$ cat config.mk
export PLATFORM = sky130hd
export DESIGN_NAME = wave_decimator
export DESIGN_NICKNAME = d
export VERILOG_FILES = /design/src/rtl/wave_decimator_pkg.sv /design/src/rtl/wave_decimator_group_reduce.sv /design/src/rtl/wave_decimator.sv
export SDC_FILE = /design/constraint.sdc
export NUM_CORES = 1
export LEC_CHECK = 0
export BUFFER_PORTS_ARGS = -buffer_cell sky130_fd_sc_hd__buf_2
export CAP_MARGIN = 20
export CORE_UTILIZATION = 50
export DETAILED_ROUTE_END_ITERATION = 8
export PLACE_DENSITY = 0.77
export RECOVER_POWER = 50
export REMOVE_ABC_BUFFERS = 1
export SYNTH_ARGS = -nofsm -noshare
export SYNTH_HDL_FRONTEND = slang
export SYNTH_SLANG_ARGS = --single-unit
$ cat constraint.sdc
create_clock -name i_clk -period 3.4 [get_ports i_clk]
set_clock_uncertainty 0.2 [all_clocks]
set_input_delay 0.34 -clock i_clk [delete_from_list [all_inputs] [get_ports i_clk]]
set_output_delay 0.34 -clock i_clk [all_outputs]
set_load 0.03 [all_outputs]
$ cat src/rtl/wave_decimator_pkg.sv
// ============================================================================
//  Module : wave_decimator_pkg
//  Brief  : Shared state codes, AD mid-scale and width defaults for the
//           wave decimator, the AD wrapper and the command processor.
//  Rev    : 1.0
// ============================================================================
`default_nettype none

package wave_decimator_pkg;

    localparam int          DW_DEF     = 8;
    localparam int          RATE_W_DEF = 3;
    localparam int          CNT_W_DEF  = 16;
    localparam logic [7:0]  AD_MID     = 8'd128;

    typedef enum logic [1:0] {
        ST_IDLE = 2'd0,
        ST_ACQ  = 2'd1,
        ST_DONE = 2'd2
    } state_t;

    // Distance of an offset-binary sample from mid-scale; 128 still fits in 8 bits.
    function automatic logic [DW_DEF-1:0] abs_dev(input logic [DW_DEF-1:0] x);
        return (x >= AD_MID) ? (x - AD_MID) : (AD_MID - x);
    endfunction

endpackage

`default_nettype wire

$ cat src/rtl/wave_decimator_group_reduce.sv
// ============================================================================
//  Module : wave_decimator_group_reduce
//  Brief  : Reduces a group of AD samples to one value: truncating mean, or
//           the largest-excursion sample when PEAK_DETECT_EN is defined.
//  Rev    : 1.0
// ============================================================================
`default_nettype none

module wave_decimator_group_reduce
    import wave_decimator_pkg::*;
#(
    parameter int DW     = DW_DEF,
    parameter int RATE_W = RATE_W_DEF
) (
    input  logic              i_clk,
    input  logic              i_rst_n,
    input  logic              i_clear,
    input  logic              i_accept,
    input  logic              i_last,
    input  logic [RATE_W-1:0] i_rate,
    input  logic [DW-1:0]     i_sample,
    output logic [DW-1:0]     o_result
);

    // o_result already includes i_sample, so the closing sample is reduced in the
    // same cycle it is accepted and the state can restart empty for the next group.
`ifdef PEAK_DETECT_EN
    logic [DW-1:0] peak_q, peak_d;
    logic          have_q, have_d;
    logic          take;
    logic [RATE_W-1:0] unused_rate;

    assign unused_rate = i_rate;

    always_comb begin
        peak_d   = peak_q;
        have_d   = have_q;
        // Strictly greater: on a tie the earlier sample is kept.
        take     = !have_q || (abs_dev(DW_DEF'(i_sample)) > abs_dev(DW_DEF'(peak_q)));
        o_result = take ? i_sample : peak_q;
        if (i_clear) begin
            have_d = 1'b0;
        end else if (i_accept) begin
            have_d = !i_last;
            peak_d = o_result;
        end
    end

    always_ff @(posedge i_clk or negedge i_rst_n) begin
        if (!i_rst_n) begin
            peak_q <= '0;
            have_q <= 1'b0;
        end else begin
            peak_q <= peak_d;
            have_q <= have_d;
        end
    end
`else
    localparam int ACC_W = DW + (1 << RATE_W) - 1;

    logic [ACC_W-1:0] acc_q, acc_d;
    logic [ACC_W-1:0] sum_next;
    logic [ACC_W-1:0] shifted;

    always_comb begin
        acc_d    = acc_q;
        sum_next = acc_q + ACC_W'(i_sample);
        shifted  = sum_next >> i_rate;
        o_result = shifted[DW-1:0];
        if (i_clear) begin
            acc_d = '0;
        end else if (i_accept) begin
            acc_d = i_last ? '0 : sum_next;
        end
    end

    always_ff @(posedge i_clk or negedge i_rst_n) begin
        if (!i_rst_n) begin
            acc_q <= '0;
        end else begin
            acc_q <= acc_d;
        end
    end
`endif

endmodule

`default_nettype wire

$ cat src/rtl/wave_decimator.sv
// ============================================================================
//  Module : wave_decimator
//  Brief  : Decimates AD samples by 2^rate into i_count output samples per
//           acquisition. Define PEAK_DETECT_EN for peak instead of mean.
//  Rev    : 1.0
// ============================================================================
`default_nettype none

module wave_decimator
    import wave_decimator_pkg::*;
#(
    parameter int DW     = DW_DEF,
    parameter int RATE_W = RATE_W_DEF,
    parameter int CNT_W  = CNT_W_DEF
) (
    input  logic              i_clk,
    input  logic              i_rst_n,
    input  logic              i_start,
    input  logic [RATE_W-1:0] i_rate,
    input  logic [CNT_W-1:0]  i_count,
    input  logic [DW-1:0]     i_ad_data,
    input  logic              i_ad_valid,
    input  logic              i_full,
    output logic [DW-1:0]     o_data,
    output logic              o_valid,
    output logic              o_busy,
    output logic              o_done,
    output logic              o_overflow
);

    localparam int GRP_W = (1 << RATE_W) - 1;

    state_t            state_q, state_d;
    logic [RATE_W-1:0] rate_q, rate_d;
    logic [CNT_W-1:0]  count_q, count_d;
    logic [CNT_W-1:0]  smp_cnt_q, smp_cnt_d;
    logic [GRP_W-1:0]  grp_cnt_q, grp_cnt_d;
    logic [DW-1:0]     data_q, data_d;
    logic              pend_q, pend_d;
    logic              overflow_q, overflow_d;

    logic              start_ok;
    logic              accept;
    logic              close;
    logic [GRP_W-1:0]  grp_mask;
    logic [DW-1:0]     red_result;

    wave_decimator_group_reduce #(
        .DW     (DW),
        .RATE_W (RATE_W)
    ) u_reduce (
        .i_clk    (i_clk),
        .i_rst_n  (i_rst_n),
        .i_clear  (start_ok),
        .i_accept (accept),
        .i_last   (close),
        .i_rate   (rate_q),
        .i_sample (i_ad_data),
        .o_result (red_result)
    );

    always_comb begin
        state_d    = state_q;
        rate_d     = rate_q;
        count_d    = count_q;
        smp_cnt_d  = smp_cnt_q;
        grp_cnt_d  = grp_cnt_q;
        data_d     = data_q;
        overflow_d = overflow_q;

        start_ok = (state_q == ST_IDLE) && i_start;
        grp_mask = GRP_W'((1 << rate_q) - 1);
        // Once every group of the acquisition has closed, further samples are ignored.
        accept   = (state_q == ST_ACQ) && i_ad_valid && (smp_cnt_q != count_q);
        close    = accept && (grp_cnt_q == grp_mask);
        pend_d   = close;

        if (accept) begin
            grp_cnt_d = close ? '0 : grp_cnt_q + GRP_W'(1);
        end
        if (close) begin
            data_d    = red_result;
            smp_cnt_d = smp_cnt_q + CNT_W'(1);
        end
        if (pend_q && i_full) begin
            overflow_d = 1'b1;
        end

        unique case (state_q)
            ST_IDLE: begin
                if (i_start) begin
                    rate_d     = i_rate;
                    count_d    = i_count;
                    smp_cnt_d  = '0;
                    grp_cnt_d  = '0;
                    overflow_d = 1'b0;
                    state_d    = (i_count == '0) ? ST_DONE : ST_ACQ;
                end
            end
            ST_ACQ: begin
                // Leave only after the final sample has been presented downstream.
                if (pend_q && (smp_cnt_q == count_q)) begin
                    state_d = ST_DONE;
                end
            end
            ST_DONE: begin
                state_d = ST_IDLE;
            end
            default: begin
                state_d = ST_IDLE;
            end
        endcase
    end

    always_ff @(posedge i_clk or negedge i_rst_n) begin
        if (!i_rst_n) begin
            state_q    <= ST_IDLE;
            rate_q     <= '0;
            count_q    <= '0;
            smp_cnt_q  <= '0;
            grp_cnt_q  <= '0;
            data_q     <= '0;
            pend_q     <= 1'b0;
            overflow_q <= 1'b0;
        end else begin
            state_q    <= state_d;
            rate_q     <= rate_d;
            count_q    <= count_d;
            smp_cnt_q  <= smp_cnt_d;
            grp_cnt_q  <= grp_cnt_d;
            data_q     <= data_d;
            pend_q     <= pend_d;
            overflow_q <= overflow_d;
        end
    end

    assign o_data     = data_q;
    assign o_valid    = pend_q && !i_full;
    assign o_busy     = (state_q == ST_ACQ);
    assign o_done     = (state_q == ST_DONE);
    assign o_overflow = overflow_q;

endmodule

`default_nettype wire

==> reports/results.ini, run 1 <==
[yosys]
muxShareOfSynthArea_pct = 4.437
synth_top_family_by_area = simple AND/OR/NAND/NOR gates
synth_edf_count = 0
synth_compound_area_share_pct = 15.46
yosysSeqAreaShare_pct = 40.02
synth_async_sr_flop_share_pct = 100.0
synth_area_leaders = dfrtp_1 (40%), nand2_1 (7.9%), xnor2_1 (6.5%), ha_1 (3.2%), nor2_1 (3.1%)
synthAdderAreaFrac_pct = 3.654
netlist-cell-type-count = 60
ys_ff_latch = 69
synthTopCellsByCount = nand2_1 (91), dfrtp_1 (69), nor2_1 (36), xnor2_1 (32), o21ai_0 (24)
ys_warn_count = 0
yosysMostFrequentCell = nand2_1
synthXorXnorAreaFrac_pct = 8.933
syn_area_mm2 = 0.004314
synth.avg_cell_area_um2 = 8.786
synthSimpleGateAreaFrac_pct = 23.55
synth_top_flop_cell = dfrtp_1
synthCells = 491
synth_top_area_share_pct = 40.02
yosysTopAreaCell = dfrtp_1

[global_route]
use_met3_pct = 5.233
grt_max_degree = 37
use_met1_pct = 30.49
grt_pass1_wl_mm = 16.97
grt.busiest_layer = met2
grt_pass1_vias = 3628
overflow = 0
antenna_found_initial = 0
use_met2_pct = 42.27
grt_usage_pct = 24.55

[routing]
via_per_inst = 5.768
ant_nets = 0
wl_mm = 10.33
drc = 0
drt_pass1_iterations = 5
drt-initial-drc-count = 148
dr_total_vias = 3778
post_drt_wl_per_cell_um = 15.77

[clock_tree]
clock_latency_ns = 0.35
clock_sinks = 69
htree_num_levels = 3
post-cts-setup-buffer-count = 0
root_buffer = clkbuf_8
clk_pin_slew_ns = 0.08
cts_buffer_depth = 2
cts_tree = yes
cts_made_buffers = 9

[run_status]
violations = capacitance limit, slew limit
status = finished, violations left

[min_path]
hp-class = input port to register

[layout]
layout-drive-gt1-share_pct = 13.64
num_antenna_cells = 0
fin_util_pct = 60.12
area_growth_pct = 15.66
fin_nets = 589
stdcell_count = 655
final_cell_area_mm2 = 0.004990

[floorplan]
die_w_um = 94.89
num_rows = 33
design.portCount = 44
die_area_mm2 = 0.009004
die_h_um = 94.89
start_util_pct = 51.98
fp.coreArea_mm2 = 0.008299

[setup_path]
cp_data_arrival_time_ns = 3.28
end_kind = register
path_max_fanout = 7
cp_data_required_time_ns = 3.47
cp-start-kind = register
crit_type = register to register

[sta]
finalMaxSlewViolations = 34
rsz0062_at_grt = false
fin_crit_ns = 3.209
max-slew-margin-rel_pct = -27.08
fmax_ghz = 0.3116
setup_viol = 0
tightest_slew_ns = 1.906
finalHoldViolCount = 0
fin_crit_sh_pct = 94.39

[run]
maxCapViolations = 1

[pwr]
vdd.ir_drop.worst_uv = 465.1
p_leak_uw = 0.002236
cellPowerDensity_mw_per_mm2 = 752.8
total_power_uw = 3756

[place]
placed_area_mm2 = 0.004647
place_inst = 624
place.gp.congestion = 0.9021
hpwl_mm = 7.359
io_buffers = 43

==> logic make-up after synthesis <==
kind of cell    after synthesis
simple gates                211
compound gates              101
flops                        69
buf+inv                      40
fa+ha+maj                    12
xor+xnor                     44
mux                          14
==> what timing repair did <==
| action | CTS | global route |
|---|---|---|
| hold endpoints to repair | 47 | 0 |
| gates resized for setup | 0 | 4 |
| hold buffers | 15 | 0 |
| setup endpoints to repair | 0 | 13 |
==> final timing paths <==
check | startpoint | endpoint | slack (ns) | cells past startpoint
max | rate_q[2]$_DFFE_PN0P_ | smp_cnt_q[9]$_DFF_PN0_ | 0.19 | 10
min | i_count[7] | count_q[7]$_DFFE_PN0P_ | 0.02 | 3
max reg2reg | rate_q[2]$_DFFE_PN0P_ | smp_cnt_q[9]$_DFF_PN0_ | 0.19 | 10
min reg2reg | o_data[0]$_DFFE_PN0P_ | o_data[0]$_DFFE_PN0P_ | 0.29 | 2
max in group asynchronous | i_rst_n | grp_cnt_q[6]$_DFF_PN0_ | 1.05 | 2
min in group asynchronous | i_rst_n | count_q[2]$_DFFE_PN0P_ | 0.85 | 2
==> layer usage <==
layer / wire length (µm) / up-vias / part of all wire (%)
met5: 0 / - / 0
met4: 166 / 0 / 1.6
met3: 454 / 20 / 4.4
met2: 5182 / 90 / 50
met1: 4528 / 1819 / 44
li1: - / 1849 / -
==> registers in the layout (all words and copies together) (netlist names) <==
| signal | count |
|---|---|
| count_q | 16 |
| smp_cnt_q | 16 |
| u_reduce.acc_q | 15 |
| o_data | 8 |
| grp_cnt_q | 7 |
| rate_q | 3 |
| state_q | 2 |
| o_overflow | 1 |
| pend_q | 1 |
==> stage by stage <==
step	setup TNS, ns	hold WS, ns	setup WS (ns)
3_3_place_gp	0	0.2647	0.2504
6_report	0	0.01505	0.1908
2_1_floorplan	-8.493	-0.1556	-0.5076
5_1_grt	0	0.01602	0.03430
4_1_cts	0	0.003014	0.1159
3_5_place_dp	0	0.2744	0.1306
==> worst max-delay path, cell delays in order, from the launching register on <==
cell	delay [ns]
dfrtp_1	0.39
nor2_2	0.15
nand2_1	0.08
ha_1	0.22
xor2_1	0.19
or4b_4	0.54
a311o_1	0.36
nand4bb_2	0.30
nor3_4	0.37
nand3_1	0.15
mux2i_1	0.19
==> cell usage in the layout, fill, tap and decap left out, types with 3 or more instances in the layout <==
cell,instances
dlygate4sd3_1,15
nand3_1,14
o21ai_0,24
clkbuf_1,11
inv_1,11
nor2_1,35
buf_2,33
and2_1,6
o22ai_1,3
a211oi_1,8
a22o_1,8
dfrtp_1,69
a21o_1,3
ha_1,11
mux2i_1,9
a31oi_1,9
xor2_1,12
nand2b_1,9
xnor2_1,32
o211ai_1,8
or3_1,7
a21oi_1,19
mux4_2,4
clkbuf_8,10
and3_1,5
nand4_1,11
nor4_1,5
buf_4,10
and4_1,3
nor2b_1,4
nand2_1,91
nor3_1,10
==> final cells by class <==
cell class                 instances  area [µm²]
fill                             702        3309
inverter                          13       48.80
multi-input combinational        382        2425
clock buffer                      11       141.4
clock inverter                     5       57.56
sequential                        69        1727
timing repair buffer              70       459.2
tap                              105       131.4
==> power breakdown <==
part	total, µW	internal [µW]	switching, µW
Sequential	1210	1020	187
Clock	692	362	330
Combinational	1860	790	1070
Power figures use the tool's default switching activity.
==> run 2: changes to the inputs <==
--- a/config.mk
+++ b/config.mk
@@ -9,7 +9,7 @@
 export CAP_MARGIN = 20
 export CORE_UTILIZATION = 50
 export DETAILED_ROUTE_END_ITERATION = 8
-export PLACE_DENSITY = 0.77
+export PLACE_DENSITY = 0.74
 export RECOVER_POWER = 50
 export REMOVE_ABC_BUFFERS = 1
 export SYNTH_ARGS = -nofsm -noshare
==> constraint.sdc (replaced) <==
create_clock -name i_clk -period 3.7 [get_ports i_clk]
set_clock_uncertainty 0.2 [all_clocks]
set_input_delay 0.37 -clock i_clk [delete_from_list [all_inputs] [get_ports i_clk]]
set_output_delay 0.37 -clock i_clk [all_outputs]
set_load 0.03 [all_outputs]
==> run 2 against run 1 <==
Sequential cell count is the same. Sequential power fell by 8%. The run now ends clean. Hold slack gained 0.012 ns. Critical path type unchanged. Critical endpoint is now smp_cnt_q[4]$_DFF_PN0_. Utilization fell by 1.7 points.
==> reports/results.ini, run 2 (synthesis results as in run 1) <==
[setup_path]
cp-start-kind = register
crit_type = register to register
r2r_slack_ns = 0.19  ; about the same
cp_data_required_time_ns = 3.77  ; +0.30 ns
cp_data_arrival_time_ns = 3.58  ; +0.30 ns
path_max_fanout = 14  ; +7
end_kind = register

[pwr]
total_power_uw = 3610  ; -3.9%
cellPowerDensity_mw_per_mm2 = 744.3  ; -1.1%
p_leak_uw = 0.002167  ; -3.0%
vdd.ir_drop.worst_uv = 387.9  ; -17%

[clock_tree]
root_buffer = clkbuf_8
postCtsResizedCells = 0  ; unchanged
cts_tree = yes
clock_sinks = 69  ; unchanged
holdBufCountCts = 1  ; -14
htree_num_levels = 3  ; unchanged
clk_pin_slew_ns = 0.08  ; about the same
cts_made_buffers = 9  ; unchanged
cts_buffer_depth = 2  ; unchanged
clock_latency_ns = 0.35  ; about the same
post-cts-setup-buffer-count = 0  ; unchanged

[layout]
area_growth_pct = 12.41
fin_nets = 571  ; -3.1%
fillers = 715  ; +1.9%
reg_top3 = count_q (16), smp_cnt_q (16), u_reduce.acc_q (15)
final_cell_mix = nand2_1 (91), dfrtp_1 (69), nor2_1 (36)
layout-drive-gt1-share_pct = 12.03  ; -1.6 points
stdcell_count = 637  ; -2.7%
final_common_cell = nand2_1
num_antenna_cells = 0  ; unchanged
fin_util_pct = 58.44  ; -1.7 points

[floorplan]
die_h_um = 94.89  ; unchanged
fp.coreArea_mm2 = 0.008299  ; unchanged
num_rows = 33  ; unchanged
design.portCount = 44  ; unchanged
start_util_pct = 51.98  ; unchanged
die_w_um = 94.89  ; unchanged
die_area_mm2 = 0.009004  ; unchanged

[place]
post-place-ws_ns = 0.2058  ; +0.07514 ns
place.gp.congestion = 0.9093  ; +0.80%
hpwl_mm = 7.443  ; +1.1%
io_buffers = 43  ; unchanged
place_inst = 620  ; -0.64%

[sta]
tightest_slew_ns = 1.212  ; -0.6947 ns
fin_crit_ns = 3.514  ; +0.3052 ns
fin_crit_sh_pct = 94.98  ; +0.60 points
setup_viol = 0  ; unchanged
setup_ws_ns = 0.1856  ; -0.005198 ns
tns_ns = 0  ; unchanged
finalHoldViolCount = 0  ; unchanged
fmax_ghz = 0.2845  ; -8.7%
rsz0062_at_grt = false
finalMaxSlewViolations = 0  ; -100%
max-slew-margin-rel_pct = 19.23  ; +46 points

[routing]
post_drt_wl_per_cell_um = 16.30  ; +3.3%
drt-initial-drc-count = 298  ; +100%
dr_total_vias = 3793  ; +0.40%
drt_pass1_iterations = 5  ; unchanged
drc = 0  ; unchanged
ant_nets = 0  ; unchanged
via_per_inst = 5.954  ; +3.2%
wl_mm = 10.38  ; +0.50%

[global_route]
antenna_found_initial = 0  ; unchanged
grt_usage_pct = 24.96  ; +0.41 points
grt_max_degree = 50  ; +35%
grt_pass1_wl_mm = 17.18  ; +1.3%
overflow = 0  ; unchanged
grt_pass1_vias = 3583  ; -1.2%

[run_status]
status = completed

[run]
maxCapViolations = 0  ; -1

[min_path]
hp-class = input port to register

[run 2: changes by cell type in the layout (fill, tap and decap cells not counted), moves of 2 or more]
cell and delta:
bufinv_16 +3, buf_2 -2, buf_4 -4, clkbuf_1 +3, dlygate4sd3_1 -14
[run 2: final timing paths]
kind	from	end	cells after the start
worst min register to register	o_data[0]$_DFFE_PN0P_	o_data[0]$_DFFE_PN0P_	2
worst max register to register	rate_q[2]$_DFFE_PN0P_	smp_cnt_q[4]$_DFF_PN0_	10
min in group asynchronous	i_rst_n	o_data[1]$_DFFE_PN0P_	2
max in group asynchronous	i_rst_n	rate_q[2]$_DFFE_PN0P_	3
worst max-delay path	rate_q[2]$_DFFE_PN0P_	smp_cnt_q[4]$_DFF_PN0_	10
worst min-delay path	i_count[11]	count_q[11]$_DFFE_PN0P_	3
[run 2: area by class of cell]
cell class / count / area [µm²] / share of cell area [%]
Multi-Input combinational cell: 382 / 2417 / 49.85
Sequential cell: 69 / 1727 / 35.60
Timing Repair Buffer: 52 / 264.0 / 5.444
Clock inverter: 6 / 133.9 / 2.761
Tap cell: 105 / 131.4 / 2.709
Clock buffer: 10 / 127.6 / 2.632
Inverter: 13 / 48.80 / 1.006
[run 2: routing by layer]
layer  vias to the layer above  track usage [%]  share of wire [%]
li1                       1809                -                  -
met1                      1829            32.98                 43
met2                       125            40.71                 49
met3                        30            4.267                4.6
met4                         0            9.722                3.1
met5                         -                0                  0
[run 2: worst max-delay path, stage by stage (launching register included)]
cell and delay (ns):
dfrtp_1 0.38, nor2_1 0.17, nand2_1 0.08, ha_1 0.29, xor2_1 0.21, or4b_4 0.53
a311o_1 0.36, nand4bb_1 0.38, buf_4 0.31, or3_1 0.36, a21oi_1 0.15
[run 2: per-stage QoR]
step	area, µm²	hold WS (ns)
floorplan	4193	-0.1256
global placement	4604	0.1508
detailed placement	4604	0.1575
CTS	4876	0.01499
global route	4850	0.02819
finish	4850	0.02713
[run 2: report_power, final]
part | switching (µW) | total, µW | internal (µW)
combinational | 981 | 1680 | 697
clock | 301 | 819 | 518
sequential | 175 | 1110 | 937
total | 1460 | 3610 | 2150
